<file path="config.mk">
export PLATFORM = sky130hd
export DESIGN_NAME = serial_rx_fifo_flat
export DESIGN_NICKNAME = d
export VERILOG_FILES = /design/src/rtl/serial_rx_fifo_if.sv /design/src/rtl/serial_rx_fifo.sv /design/src/flat_wrapper.sv
export SDC_FILE = /design/constraint.sdc
export NUM_CORES = 1
export LEC_CHECK = 0
export ABC_CLOCK_PERIOD_IN_PS = 5100
export CELL_PAD_IN_SITES_DETAIL_PLACEMENT = 1
export CELL_PAD_IN_SITES_GLOBAL_PLACEMENT = 2
export CORE_UTILIZATION = 42
export DETAILED_ROUTE_END_ITERATION = 7
export DONT_BUFFER_PORTS = 1
export HOLD_SLACK_MARGIN = 0.06
export PLACE_DENSITY = 0.77
export SLEW_MARGIN = 20
export SYNTH_ARGS = -nofsm -noshare
export SYNTH_HDL_FRONTEND = slang
export SYNTH_SLANG_ARGS = --single-unit
</file>
<file path="constraint.sdc">
create_clock -name clk -period 5.1 [get_ports clk]
set_input_delay 0.765 -clock clk [delete_from_list [all_inputs] [get_ports clk]]
set_output_delay 0.765 -clock clk [all_outputs]
set_load 0.1 [all_outputs]
</file>
<file path="src/rtl/serial_rx_fifo_if.sv">
// Consumer-side bus of the serial receive FIFO: pop/clear requests in, head byte and status out.
interface serial_rx_fifo_if #(
  parameter int FIFO_AW = 4
);
  logic             rd;
  logic             err_clr;
  logic [7:0]       dout;
  logic             valid;
  logic [FIFO_AW:0] count;
  logic             frame_err;
  logic             overrun;

  modport master (
    output rd, err_clr,
    input  dout, valid, count, frame_err, overrun
  );

  modport slave (
    input  rd, err_clr,
    output dout, valid, count, frame_err, overrun
  );
endinterface

</file>
<file path="src/rtl/serial_rx_fifo.sv">
// 8N1 UART receiver with mid-bit sampling feeding a show-ahead FIFO; sticky framing/overrun flags.
module serial_rx_fifo #(
  parameter int CLKS_PER_BIT = 217,
  parameter int FIFO_AW      = 4
) (
  input  logic           clk,
  input  logic           reset,
  input  logic           RxD,
  serial_rx_fifo_if.slave bus
);
  localparam int CW    = $clog2(CLKS_PER_BIT);
  localparam int DEPTH = 2**FIFO_AW;
  localparam logic [CW-1:0]    CNT_LAST = CW'(CLKS_PER_BIT - 1);
  localparam logic [CW-1:0]    CNT_MID  = CW'(CLKS_PER_BIT / 2 - 1);
  localparam logic [FIFO_AW:0] OCC_FULL = (FIFO_AW + 1)'(DEPTH);

  typedef enum logic [2:0] {IDLE, START, DATA, STOP, BREAK} state_t;

  state_t             state_q, state_d;
  logic               rx_meta, rxs;
  logic [CW-1:0]      cnt;
  logic [2:0]         bit_idx;
  logic [7:0]         shift_q;
  logic               shift_en, push, frame_set;
  logic [FIFO_AW-1:0] wr_ptr, rd_ptr;
  logic [FIFO_AW:0]   occ;
  logic [7:0]         mem [DEPTH];
  logic               full, do_pop, do_push, overrun_set;
  logic               frame_err_q, overrun_q;

  // Two-flop synchroniser; idle level is high so a reset never fakes a start bit.
  always_ff @(posedge clk or posedge reset) begin
    if (reset) begin
      rx_meta <= 1'b1;
      rxs     <= 1'b1;
    end else begin
      rx_meta <= RxD;
      rxs     <= rx_meta;
    end
  end

  always_ff @(posedge clk or posedge reset) begin
    if (reset) begin
      state_q <= IDLE;
      cnt     <= '0;
      bit_idx <= '0;
      shift_q <= '0;
    end else begin
      state_q <= state_d;
      if (state_d != state_q || cnt == CNT_LAST) cnt <= '0;
      else                                       cnt <= cnt + CW'(1);
      if (state_d != state_q) bit_idx <= '0;
      else if (shift_en)      bit_idx <= bit_idx + 3'd1;
      if (shift_en) shift_q <= {rxs, shift_q[7:1]};
    end
  end

  always_comb begin
    state_d   = state_q;
    shift_en  = 1'b0;
    push      = 1'b0;
    frame_set = 1'b0;
    case (state_q)
      IDLE:  if (!rxs) state_d = START;
      START: if (cnt == CNT_MID) state_d = rxs ? IDLE : DATA;
      DATA:  if (cnt == CNT_LAST) begin
               shift_en = 1'b1;
               if (bit_idx == 3'd7) state_d = STOP;
             end
      STOP:  if (cnt == CNT_LAST) begin
               if (rxs) begin
                 push    = 1'b1;
                 state_d = IDLE;
               end else begin
                 frame_set = 1'b1;
                 state_d   = BREAK;
               end
             end
      BREAK: if (rxs) state_d = IDLE;
      default: state_d = IDLE;
    endcase
  end

  // A pop in the same cycle frees the slot, so a full FIFO can still accept the push.
  assign full        = (occ == OCC_FULL);
  assign do_pop      = bus.rd && (occ != '0);
  assign do_push     = push && (!full || do_pop);
  assign overrun_set = push && full && !do_pop;

  always_ff @(posedge clk or posedge reset) begin
    if (reset) begin
      wr_ptr <= '0;
      rd_ptr <= '0;
      occ    <= '0;
    end else begin
      if (do_push) wr_ptr <= wr_ptr + FIFO_AW'(1);
      if (do_pop)  rd_ptr <= rd_ptr + FIFO_AW'(1);
      if (do_push && !do_pop)      occ <= occ + (FIFO_AW + 1)'(1);
      else if (do_pop && !do_push) occ <= occ - (FIFO_AW + 1)'(1);
    end
  end

  always_ff @(posedge clk) begin
    if (do_push) mem[wr_ptr] <= shift_q;
  end

  // Set events take priority over err_clr so a coincident error is never lost.
  always_ff @(posedge clk or posedge reset) begin
    if (reset) begin
      frame_err_q <= 1'b0;
      overrun_q   <= 1'b0;
    end else begin
      if (frame_set)        frame_err_q <= 1'b1;
      else if (bus.err_clr) frame_err_q <= 1'b0;
      if (overrun_set)      overrun_q   <= 1'b1;
      else if (bus.err_clr) overrun_q   <= 1'b0;
    end
  end

  assign bus.dout      = mem[rd_ptr];
  assign bus.valid     = (occ != '0);
  assign bus.count     = occ;
  assign bus.frame_err = frame_err_q;
  assign bus.overrun   = overrun_q;
endmodule

</file>
<file path="src/flat_wrapper.sv">
// flat-port wrapper written by rule: the top's interface ports become plain ports
module serial_rx_fifo_flat 
#(
  parameter int CLKS_PER_BIT = 217,
  parameter int FIFO_AW      = 4
)
  (clk, reset, RxD, bus_rd, bus_err_clr, bus_dout, bus_valid, bus_count, bus_frame_err, bus_overrun);
  serial_rx_fifo_if #(.FIFO_AW(FIFO_AW)) bus_i ();
  input  logic clk;
  input  logic reset;
  input  logic RxD;
  input wire logic [$bits(bus_i.rd)-1:0] bus_rd;
  input wire logic [$bits(bus_i.err_clr)-1:0] bus_err_clr;
  output wire logic [$bits(bus_i.dout)-1:0] bus_dout;
  output wire logic [$bits(bus_i.valid)-1:0] bus_valid;
  output wire logic [$bits(bus_i.count)-1:0] bus_count;
  output wire logic [$bits(bus_i.frame_err)-1:0] bus_frame_err;
  output wire logic [$bits(bus_i.overrun)-1:0] bus_overrun;
  assign bus_i.rd = bus_rd;
  assign bus_i.err_clr = bus_err_clr;
  assign bus_dout = bus_i.dout;
  assign bus_valid = bus_i.valid;
  assign bus_count = bus_i.count;
  assign bus_frame_err = bus_i.frame_err;
  assign bus_overrun = bus_i.overrun;
  serial_rx_fifo #(.CLKS_PER_BIT(CLKS_PER_BIT), .FIFO_AW(FIFO_AW)) u_core (.clk(clk), .reset(reset), .RxD(RxD), .bus(bus_i));
endmodule
</file>
==> flow_summary.toml <==
[routing]
viasPerCell = 5.47
routedWlPerCell_um = 22.8
drt_pass1_iterations = 4
vias = 3393
drtIter0Drc = 229
drtAntennaViolNets = 0
routed_wl_um = 14100
post-route-drc-count = 0

[sta]
skew_ns = 0.0123
setup_viol = 0
worstMarginPinSlew_ns = 1.12
fmax_mhz = 256
tns_ns = 0
period_minus_slack_ns = 3.90
slew_headroom = 0.251
finalMaxSlewViolations = 0
rsz0062_at_grt = "no"
finalHoldViolations = 0
period_share = 0.765

[yosys]
yosysTopAreaCellShare = 0.554
synth_top_area_cell = "edfxtp_1"
yosysWarningCount = 0
synth-seq-area-share = 0.695
synth.cell_area_um2 = 6940
synth-main-ff-cell = "edfxtp_1"
synth-async-reset-ratio = 0.234
avgSynthCellArea_um2 = 18.1
synth_cell_types = 50
ys_seq_elements = 167
syn_nets = 402
synth_edf_count = 128
ys_top_cells_by_area = "edfxtp_1, dfrtp_1, mux4_2, ha_1, mux2_2"
syn-instance-count = 383

[cells_and_area]
final_cell_mix = "edfxtp_1, mux4_2, dfrtp_1, inv_1, nor2_1"
nets = 410
fin_area_um2 = 7750
drive_gt1_frac = 0.250
final_common_cell = "edfxtp_1"
antenna_cells = 0
fillCellCount = 1536
fin_util = 0.485
synthToLayoutAreaGrowth_pct = 11.7

[floorplan]
ios = 21
die_w_um = 131
core.rowCount = 46
core_area_um2 = 16000
initial_utilization = 0.434
die_y_um = 131
dieArea_um2 = 17000

[setup_path]
endpoint = "u_core.bus.count[4]"
crit_slowest_cell = "dfrtp_1"
startpoint_type = "flop"
path_delay_family = "simple AND/OR/NAND/NOR gates"
cp_cell_sequence = "or4_4, or2_2, and2_1, inv_1, ha_1, inv_1, ha_1, a21o_1, a21oi_1, mux2i_1, xnor2_1"
rrSetupSlack_ns = 1.20
critPathBufInv = 2
r2r-end = "u_core.bus.count[4]"
crit_type = "reg2reg"
rr_startpoint = "u_core.bus.count[2]"
critPathRequiredTime_ns = 5.36
slowest_delay_ns = 0.76
r2r_cells = 11
critPathLaunch = "u_core.bus.count[2]"
endpoint_kind = "flop"
critPathArrivalTime_ns = 4.16
timing.critical_path.depth = 11
critPathMaxFanout = 4

[hold_path]
hold_path_class = "in2reg"
min_from = "RxD"

[pwr]
cellLeakagePower_nw = 2.91
ir_worst_vdd_v = 0.000290
p_per_area_nw_per_um2 = 480

[run]
drv_cap = 0

[clock_network]
ctsResizeCount = 0
clock_sinks = 167
clkSlewWorstSetupHoldPaths_ns = 0.07
clock_path_buffers = 2
root_buffer = "clkbuf_16"
cts_tree = "built"
cts_made_buffers = 17
cts_max_level = 4
cts_setup_buffers = 0
clk_latency_ns = 0.42
holdBufCountCts = 0

[placed_design]
dp_hpwl_um = 8620
placed_area_um2 = 7170
gp_routability_congestion = 0.722
io_buffers = 0

[global_route]
antenna_found_initial = 0
grt_pass1_wl_um = 21500
globalRouteOverflowTotal = 0
grt_pass1_vias = 3543
grt_start_max_net_pins = 40
grtUsageTotal = 0.181

[outcome]
status = "finished, final reports clean"
metal layers:
metal,GRT usage,up-vias,share of wire
met2,0.307,89,0.52
met5,0,-,0
met3,0.0350,9,0.055
li1,-,1501,-
met4,0.0548,0,0.011
met1,0.236,1794,0.42
how the worst min path moves through the flow:
stage | cells past startpoint | to
final | 0 | u_core.rx_meta
after global routing | 0 | u_core.rx_meta
after CTS | 0 | u_core.rx_meta
after detailed placement | 0 | u_core.rxs
after global placement | 0 | u_core.rxs
after floorplan | 0 | u_core.rxs
registers in the layout (all words and copies together), names as in the netlist:
signal,flops
u_core.bit_idx,3
u_core.bus.count,5
u_core.bus.frame_err,1
u_core.bus.overrun,1
u_core.cnt,8
u_core.mem,128
u_core.rd_ptr,4
u_core.rx_meta,1
u_core.rxs,1
u_core.shift_q,8
u_core.state_q,3
u_core.wr_ptr,4
power breakdown:
group / internal [mW] / switching [mW] / leakage [nW]
sequential: 1.48 / 0.216 / 1.84
combinational: 0.249 / 0.540 / 0.787
clock: 0.688 / 0.541 / 0.277
total: 2.42 / 1.30 / 2.91
worst reg2reg max path, delay by kind of cell (launching register included):
family,cells,cell delay (ns)
simple gates,3,1.51
xor+xnor,1,0.08
compound gates,2,0.36
buf+inv,2,0.24
flops,1,0.76
mux,1,0.24
fa+ha+maj,2,0.56
synth_stat cells (2+ instances only):
| cell type | number |
|---|---|
| a21o_1 | 2 |
| a21oi_1 | 4 |
| and2_1 | 9 |
| and3_1 | 2 |
| and4b_1 | 2 |
| buf_2 | 4 |
| buf_4 | 3 |
| clkbuf_1 | 6 |
| dfrtp_1 | 37 |
| dfstp_2 | 2 |
| edfxtp_1 | 128 |
| ha_1 | 13 |
| inv_1 | 19 |
| mux2_2 | 9 |
| mux2i_1 | 3 |
| mux4_2 | 40 |
| nand2_1 | 15 |
| nand3_1 | 4 |
| nand4_1 | 2 |
| nor2_1 | 21 |
| nor3_1 | 8 |
| o21ai_0 | 6 |
| o22ai_1 | 2 |
| o31a_1 | 2 |
| xnor2_1 | 11 |
| xor2_1 | 5 |
layout make-up:
| cell class | instances | area (um2) | share of cell area |
|---|---|---|---|
| Clock inverter | 13 | 135 | 0.0174 |
| Inverter | 19 | 71.3 | 0.00920 |
| Multi-Input combinational cell | 181 | 1980 | 0.256 |
| Timing Repair Buffer | 5 | 37.5 | 0.00484 |
| Tap cell | 216 | 270 | 0.0349 |
| Clock buffer | 19 | 433 | 0.0558 |
| Sequential cell | 167 | 4820 | 0.622 |
cells by family after synthesis:
family | synth area share
AO/OA/AOI/OAI | 0.0209
XOR/XNOR | 0.0202
adder cells (fa/ha/maj) | 0.0263
buffers and inverters | 0.0247
flip-flops | 0.695
multiplexers | 0.149
AND/OR/NAND/NOR | 0.0642
stage by stage:
step / worst slack (ns) / instances / hold WS [ns] / power, mW
6_report: 1.20 / 620 / 0.341 / 3.72
5_1_grt: 1.07 / 620 / 0.320 / 3.84
4_1_cts: 1.17 / 620 / 0.325 / 3.76
3_5_place_dp: 1.22 / 588 / 0.355 / 2.53
3_3_place_gp: 1.28 / 588 / 0.346 / 2.51
2_1_floorplan: 1.38 / 383 / 0.345 / 2.40
(Power assumes the default switching activity.)
